## config.mk

```make
export PLATFORM = sky130hd
export DESIGN_NAME = mem_rw
export DESIGN_NICKNAME = d
export VERILOG_FILES = /design/src/rtl/mem_rw.sv
export SDC_FILE = /design/constraint.sdc
export NUM_CORES = 2
export LEC_CHECK = 0
export ABC_AREA = 1
export CAP_MARGIN = 20
export CORE_MARGIN = 8
export CORE_UTILIZATION = 57
export DETAILED_ROUTE_END_ITERATION = 10
export HOLD_SLACK_MARGIN = 0.12
export PLACE_DENSITY_LB_ADDON = 0.12
export SETUP_SLACK_MARGIN = 0.15
export SKIP_CTS_REPAIR_TIMING = 1
export SYNTH_ARGS = -nofsm -noshare
export SYNTH_HDL_FRONTEND = slang
export SYNTH_SLANG_ARGS = --single-unit
```

## constraint.sdc

```tcl
create_clock -name clk -period 2.15 [get_ports clk]
set_clock_uncertainty 0.1 [all_clocks]
set_input_delay 0.215 -clock clk [delete_from_list [all_inputs] [get_ports clk]]
set_output_delay 0.215 -clock clk [all_outputs]
set_load 0.05 [all_outputs]
```

## src/rtl/mem_rw.sv

```systemverilog
// mem_rw: single-port synchronous read/write memory with registered read data.
// A per-entry valid bit makes reads of entries not written since reset return
// RESET_RDATA, so the storage array itself never has to be cleared.
// Optional build macro: MEM_WR_FWD_EN selects write-first behaviour for a
// same-cycle read+write (default build is read-before-write).
module mem_rw #(
   parameter int                    ADDR_WIDTH  = 8,
   parameter int                    DATA_WIDTH  = 8,
   parameter logic [DATA_WIDTH-1:0] RESET_RDATA = '0
) (
   input  logic                  clk,
   input  logic                  rstn,   // synchronous, active-high despite the name
   input  logic                  wr_en,
   input  logic [DATA_WIDTH-1:0] w_data,
   input  logic [ADDR_WIDTH-1:0] addr,
   input  logic                  rd_en,
   output logic [DATA_WIDTH-1:0] r_data
);

   localparam int DEPTH = 2 ** ADDR_WIDTH;

   logic [DATA_WIDTH-1:0] mem [DEPTH];
   logic [DEPTH-1:0]      valid;
   logic [DATA_WIDTH-1:0] stored_data;

   // Value currently held at addr, with never-written entries masked out
   assign stored_data = valid[addr] ? mem[addr] : RESET_RDATA;

   // Storage array write; accesses in a reset cycle are dropped
   // NOTE: the array deliberately has no reset term -- the valid bits hide stale
   // contents, and leaving it unreset lets synthesis map it onto plain RAM.
   always_ff @(posedge clk) begin
      if (!rstn && wr_en) begin
         mem[addr] <= w_data;
      end
   end

   // Valid-bit tracking: cleared by reset, set on every accepted write
   // NOTE: sequential state uses non-blocking assignments so every register in
   // this block samples pre-edge values regardless of statement order.
   always_ff @(posedge clk) begin
      if (rstn) begin
         valid <= '0;
      end else if (wr_en) begin
         valid[addr] <= 1'b1;
      end
   end

   // Registered read port; holds its value while rd_en is low
   always_ff @(posedge clk) begin
      if (rstn) begin
         r_data <= RESET_RDATA;
      end else if (rd_en) begin
`ifdef MEM_WR_FWD_EN
         // Write-first: a colliding write is forwarded straight to the output
         r_data <= wr_en ? w_data : stored_data;
`else
         // Read-before-write: stored_data reflects the pre-edge array and valid
         r_data <= stored_data;
`endif
      end
   end

endmodule

```

## After elaboration in Yosys (flattened, before gate mapping)

Memory sizes are Yosys's and may differ from the RTL's.
Index checks and enable logic that the tools add are counted.
W data, S select, Z words.

| word-level totals | value |
|---|---|
| register bits after elaboration | 264 |
| RAM bits | 2048 |
| input port bits | 20 |
| output and inout port bits | 8 |
| logic and storage cells | 16 |
| memories kept | 1 |

| operators by class | value |
|---|---|
| $lt $le $gt $ge | 2 |
| multiplexer cells | 7 |
| bitwise logic cells | 1 |
| reductions and logical operators | 3 |

Memory list:

| name | depth | width | rd ports | clocked after memory_dff | wr ports | RTL line | source |
|---|---|---|---|---|---|---|---|
| mem | 256 | 8 | 1 | 0 | 1 | 22 | `logic [DATA_WIDTH-1:0] mem [DEPTH];` |

Operators with widths:

| kind | number |
|---|---|
| $or A256 B256 Y256 | 1 |
| $lt A8 B9 Y1 const B | 1 |
| $bmux W1 S8 | 1 |
| $demux W1 S8 | 1 |
| $ge A8 B1 Y1 const B | 1 |
| $mux W8 | 1 |
| $mux W1 | 4 |
| $logic_and A1 B1 Y1 | 2 |
| $logic_not A1 Y1 | 1 |

## Longest topological paths before layout

| depth | value |
|---|---|
| depth in word-level cells | 5 |
| gate-level depth with buffers | 18 |
| mapped depth without buffers | 15 |

## Worst setup path before layout

Ideal clock, no wire load.

| timing | value |
|---|---|
| kind | input port to flip-flop |
| from | input port addr[2] |
| to | memory mem[114][0], enable pin |
| library setup time | 0.370 ns |
| data arrival time | 1.777 ns |
| data required time | 1.680 ns |
| slack | -0.097 ns |
| stages | 6 |
| buffers on the path | 3 |
| cells stage by stage | nor2_1 > clkbuf_1 > clkbuf_1 > nand3_1 > clkbuf_1 > nor2_1 |

RTL lines:

| element | RTL line | source |
|---|---|---|
| start: declaration | 15 | `input logic [ADDR_WIDTH-1:0] addr,` |
| end: declaration | 22 |  |

No word-level cell before the write port.

## Final worst setup path

| timing | value |
|---|---|
| from | input port addr[3] |
| to | register r_data[6] |

| on the way | value |
|---|---|
| longest elaborated chain between the ends | 3 |
| elaborated cells between the ends (all ways) | 4 |
| classes of those cells | 3 x mux; 1 x memory |

Ends and longest elaborated chain:

| element | RTL line | source |
|---|---|---|
| $bmux W1 S8 | 27 | `assign stored_data = valid[addr] ? mem[addr] : RESET_RDATA;` |
| $mux W1 (not written as such) | 27 |  |
| $mux W8 (*) | 27 |  |
| end signal: assignment | 59 | `r_data <= stored_data;` |
| end: declaration | 17 | `output logic [DATA_WIDTH-1:0] r_data` |

Mark *: on every way between the ends. The rest lies on a longest branch, timed or not. The select of a mux whose other input is x is not followed.
A chain may end at the register's enable or synchronous reset.

==> reports/metrics.yaml <==
sta:
  hold_viol_final: 0
  fin_setup_tns_ns: 0
  maxSlewViolCount: 0
  period_minus_slack_ns: 2.14
  worstMarginPinSlew_ns: 1.09
  rsz0062_at_grt: "yes"
  setup_violations: 0
  fin_crit_sh_pct: 99.3
  max_clock_freq_mhz: 468
  max_slew_margin_pct: 27.3
die:
  dieArea_um2: 178000
  die_height_um: 421
  core_um2: 164000
  die_w_um: 421
  rows: 149
  start_util_pct: 57.1
  num_io_pins: 28
logic_synthesis:
  ys_ff_latch: 2312
  syn_nets: 8901
  synth-edff-count: 2048
  synth_flop_cell: "edfxtp_1"
  synthCells: 8881
  syn_area_um2: 93700
  ys_seq_area_share_pct: 71.3
  synth-warning-count: 0
  avgSynthCellArea_um2: 10.6
  synth.distinct_cells: 25
  async_flop_share_pct: 0
placement:
  dp.cells: 11400
  dpl.hpwl_um: 182000
  gp_congestion: 0.964
  port_buffers: 27
  dpl-instance-area_um2: 104000
finish:
  drive_gt1_share_pct: 16.4
  fillCellCount: 11800
  mostFrequentLayoutCells: "4,199 x nand2_1, 2,048 x edfxtp_1, 632 x buf_4, 283 x nor2_1, 276 x inv_1"
  postLayoutCellArea_um2: 113000
  syn2layout_area_growth_pct: 20.3
  final-instance-count-excl-fill: 11800
  num-nets-final: 9487
  final_common_cell: "nand2_1"
power:
  power_mw: 94.6
  power_density_nw_per_um2: 839
  leakagePower_nw: 43.2
  vdd_drop_max_uv: 912
detailed_routing:
  firstDrtPassIters: 7
  drc_errors: 0
  routed_wl_um: 280000
  viasPerCell: 5.71
  drt_iter0_markers: 8263
  wl_per_cell_um: 23.7
  ant_nets: 0
  vias: 67600
worst_setup_path:
  crit_family: "buffers and inverters"
  crit_chain: "clkdlybuf4s50_1 -> nand2_1 -> inv_8 -> buf_12 -> buf_12 -> nand2_1 -> nand2_1 -> nor2_1 -> buf_4 -> nor2_1 -> nor2_2 -> nand2_1 -> a21oi_2 -> nand2_2 -> nand3_2 -> a21oi_1"
  max_stage_delay_ns: 0.54
  cp-start-kind: "input pin"
  critPathMaxFanout: 19
  critical_path_arrival_ns: 2.82
  cp.required_ns: 2.83
  reg2reg_slack_ns: 0.11
  critPathBufInv: 5
  cp_common_cell: "nand2_1"
  crit_type: "input pin to flip-flop"
  cpMaxStageDelayCell: "clkdlybuf4s50_1"
  endpoint_kind: "flip-flop"
clock_network:
  htreeDepth: 4
  clkSinkCount: 2312
  clock_latency_ns: 0.86
  tritoncts: "yes"
  cts_buffers: 225
  cts_buffer_depth: 3
  cts_root_buf: "clkbuf_16"
  cts.reportedPaths.clkPinSlew_ns: 0.07
min_path:
  hp-class: "input pin to flip-flop"
status:
  status: "finished clean"
global_routing:
  grt_pass1_vias: 64200
  grt_pass1_wl_um: 414000
  antenna_found_initial: 4
  gr-total-overflow: 0
  grt_start_max_net_pins: 205
  grt_use_total_pct: 30.7
run:
  drv_cap: 0
-- synthesized netlist by cell type (36+ instances only) --
cell      count  area (µm²)
o22ai_1     256        1600
buf_4        36         270
buf_1        64         240
a21oi_1     113         566
nor2_1      525        1970
edfxtp_1   2048       61500
nand4_1      74         463
a22oi_1      78         586
clkbuf_1    227         852
nand2_1    4276       16100
inv_1       278        1040
dfxtp_1     264        5290
o21ai_0     170         851
o21ai_1      78         390
buf_2       186         931
nand3_1     183         916
-- layout make-up --
class	count	area (µm²)	area share, %
Timing Repair Buffer	881	9290	8.24
Tap cell	2189	2740	2.43
Inverter	286	1130	0.999
Antenna cell	2	5.00	0.00444
Clock inverter	122	1250	1.11
Multi-Input combinational cell	5761	25500	22.6
Sequential cell	2312	66800	59.3
Clock buffer	291	6040	5.36
-- per-stage QoR --
| step | utilization, % | hold slack, ns | setup WS (ns) |
|---|---|---|---|
| after global routing | 68.7 | 0.140 | 0.0173 |
| after detailed placement | 63.7 | 0.360 | -1.04 |
| final | 68.7 | 0.163 | 0.0145 |
| after global placement | 63.7 | 0.357 | -1.05 |
| after floorplan | - | 0.214 | 0.00450 |
| after CTS | 68.1 | -0.475 | -0.444 |
-- path summary, 6_finish.rpt --
check,endpoint,startpoint,cells after the start
worst min register to register,valid[45]$_SDFFE_PP0P_,valid[45]$_SDFFE_PP0P_,2
worst max register to register,r_data[6]$_SDFFE_PP0P_,mem[77][6]$_DFFE_PP_,15
worst max-delay path,r_data[6]$_SDFFE_PP0P_,addr[3],16
worst min-delay path,mem[152][3]$_DFFE_PP_,w_data[3],2
-- flip-flops by register name, summed over array words and instances (netlist names) --
| name | flops |
|---|---|
| r_data | 8 |
| valid | 256 |
| mem | 2048 |
-- cells by family (layout without fill, tap and decap cells) --
| logic type | count (synthesis) | after routing | synth area share, % |
|---|---|---|---|
| other | 0 | 2 | 0 |
| AND/OR/NAND/NOR | 5066 | 5066 | 20.8 |
| AO/OA/AOI/OAI | 695 | 695 | 4.26 |
| flip-flops | 2312 | 2312 | 71.3 |
| buffers and inverters | 808 | 1580 | 3.71 |
-- where the power goes --
| group | leakage [nW] | switching [mW] | internal, mW | total [mW] |
|---|---|---|---|---|
| registers | 20.5 | 0.0155 | 48.9 | 48.9 |
| clock network | 3.56 | 16.6 | 22.7 | 39.3 |
| logic | 19.1 | 4.43 | 1.93 | 6.36 |
-- metal layers --
metal  up-vias  GRT usage [%]  share of wire (%)
met3       597           5.17                9.7
met5         -              0             0.0046
li1      30900              -                  -
met1     32700           43.2                 40
met4         2           12.3                4.5
met2      3481           48.1                 46
(Power assumes the default switching activity.)
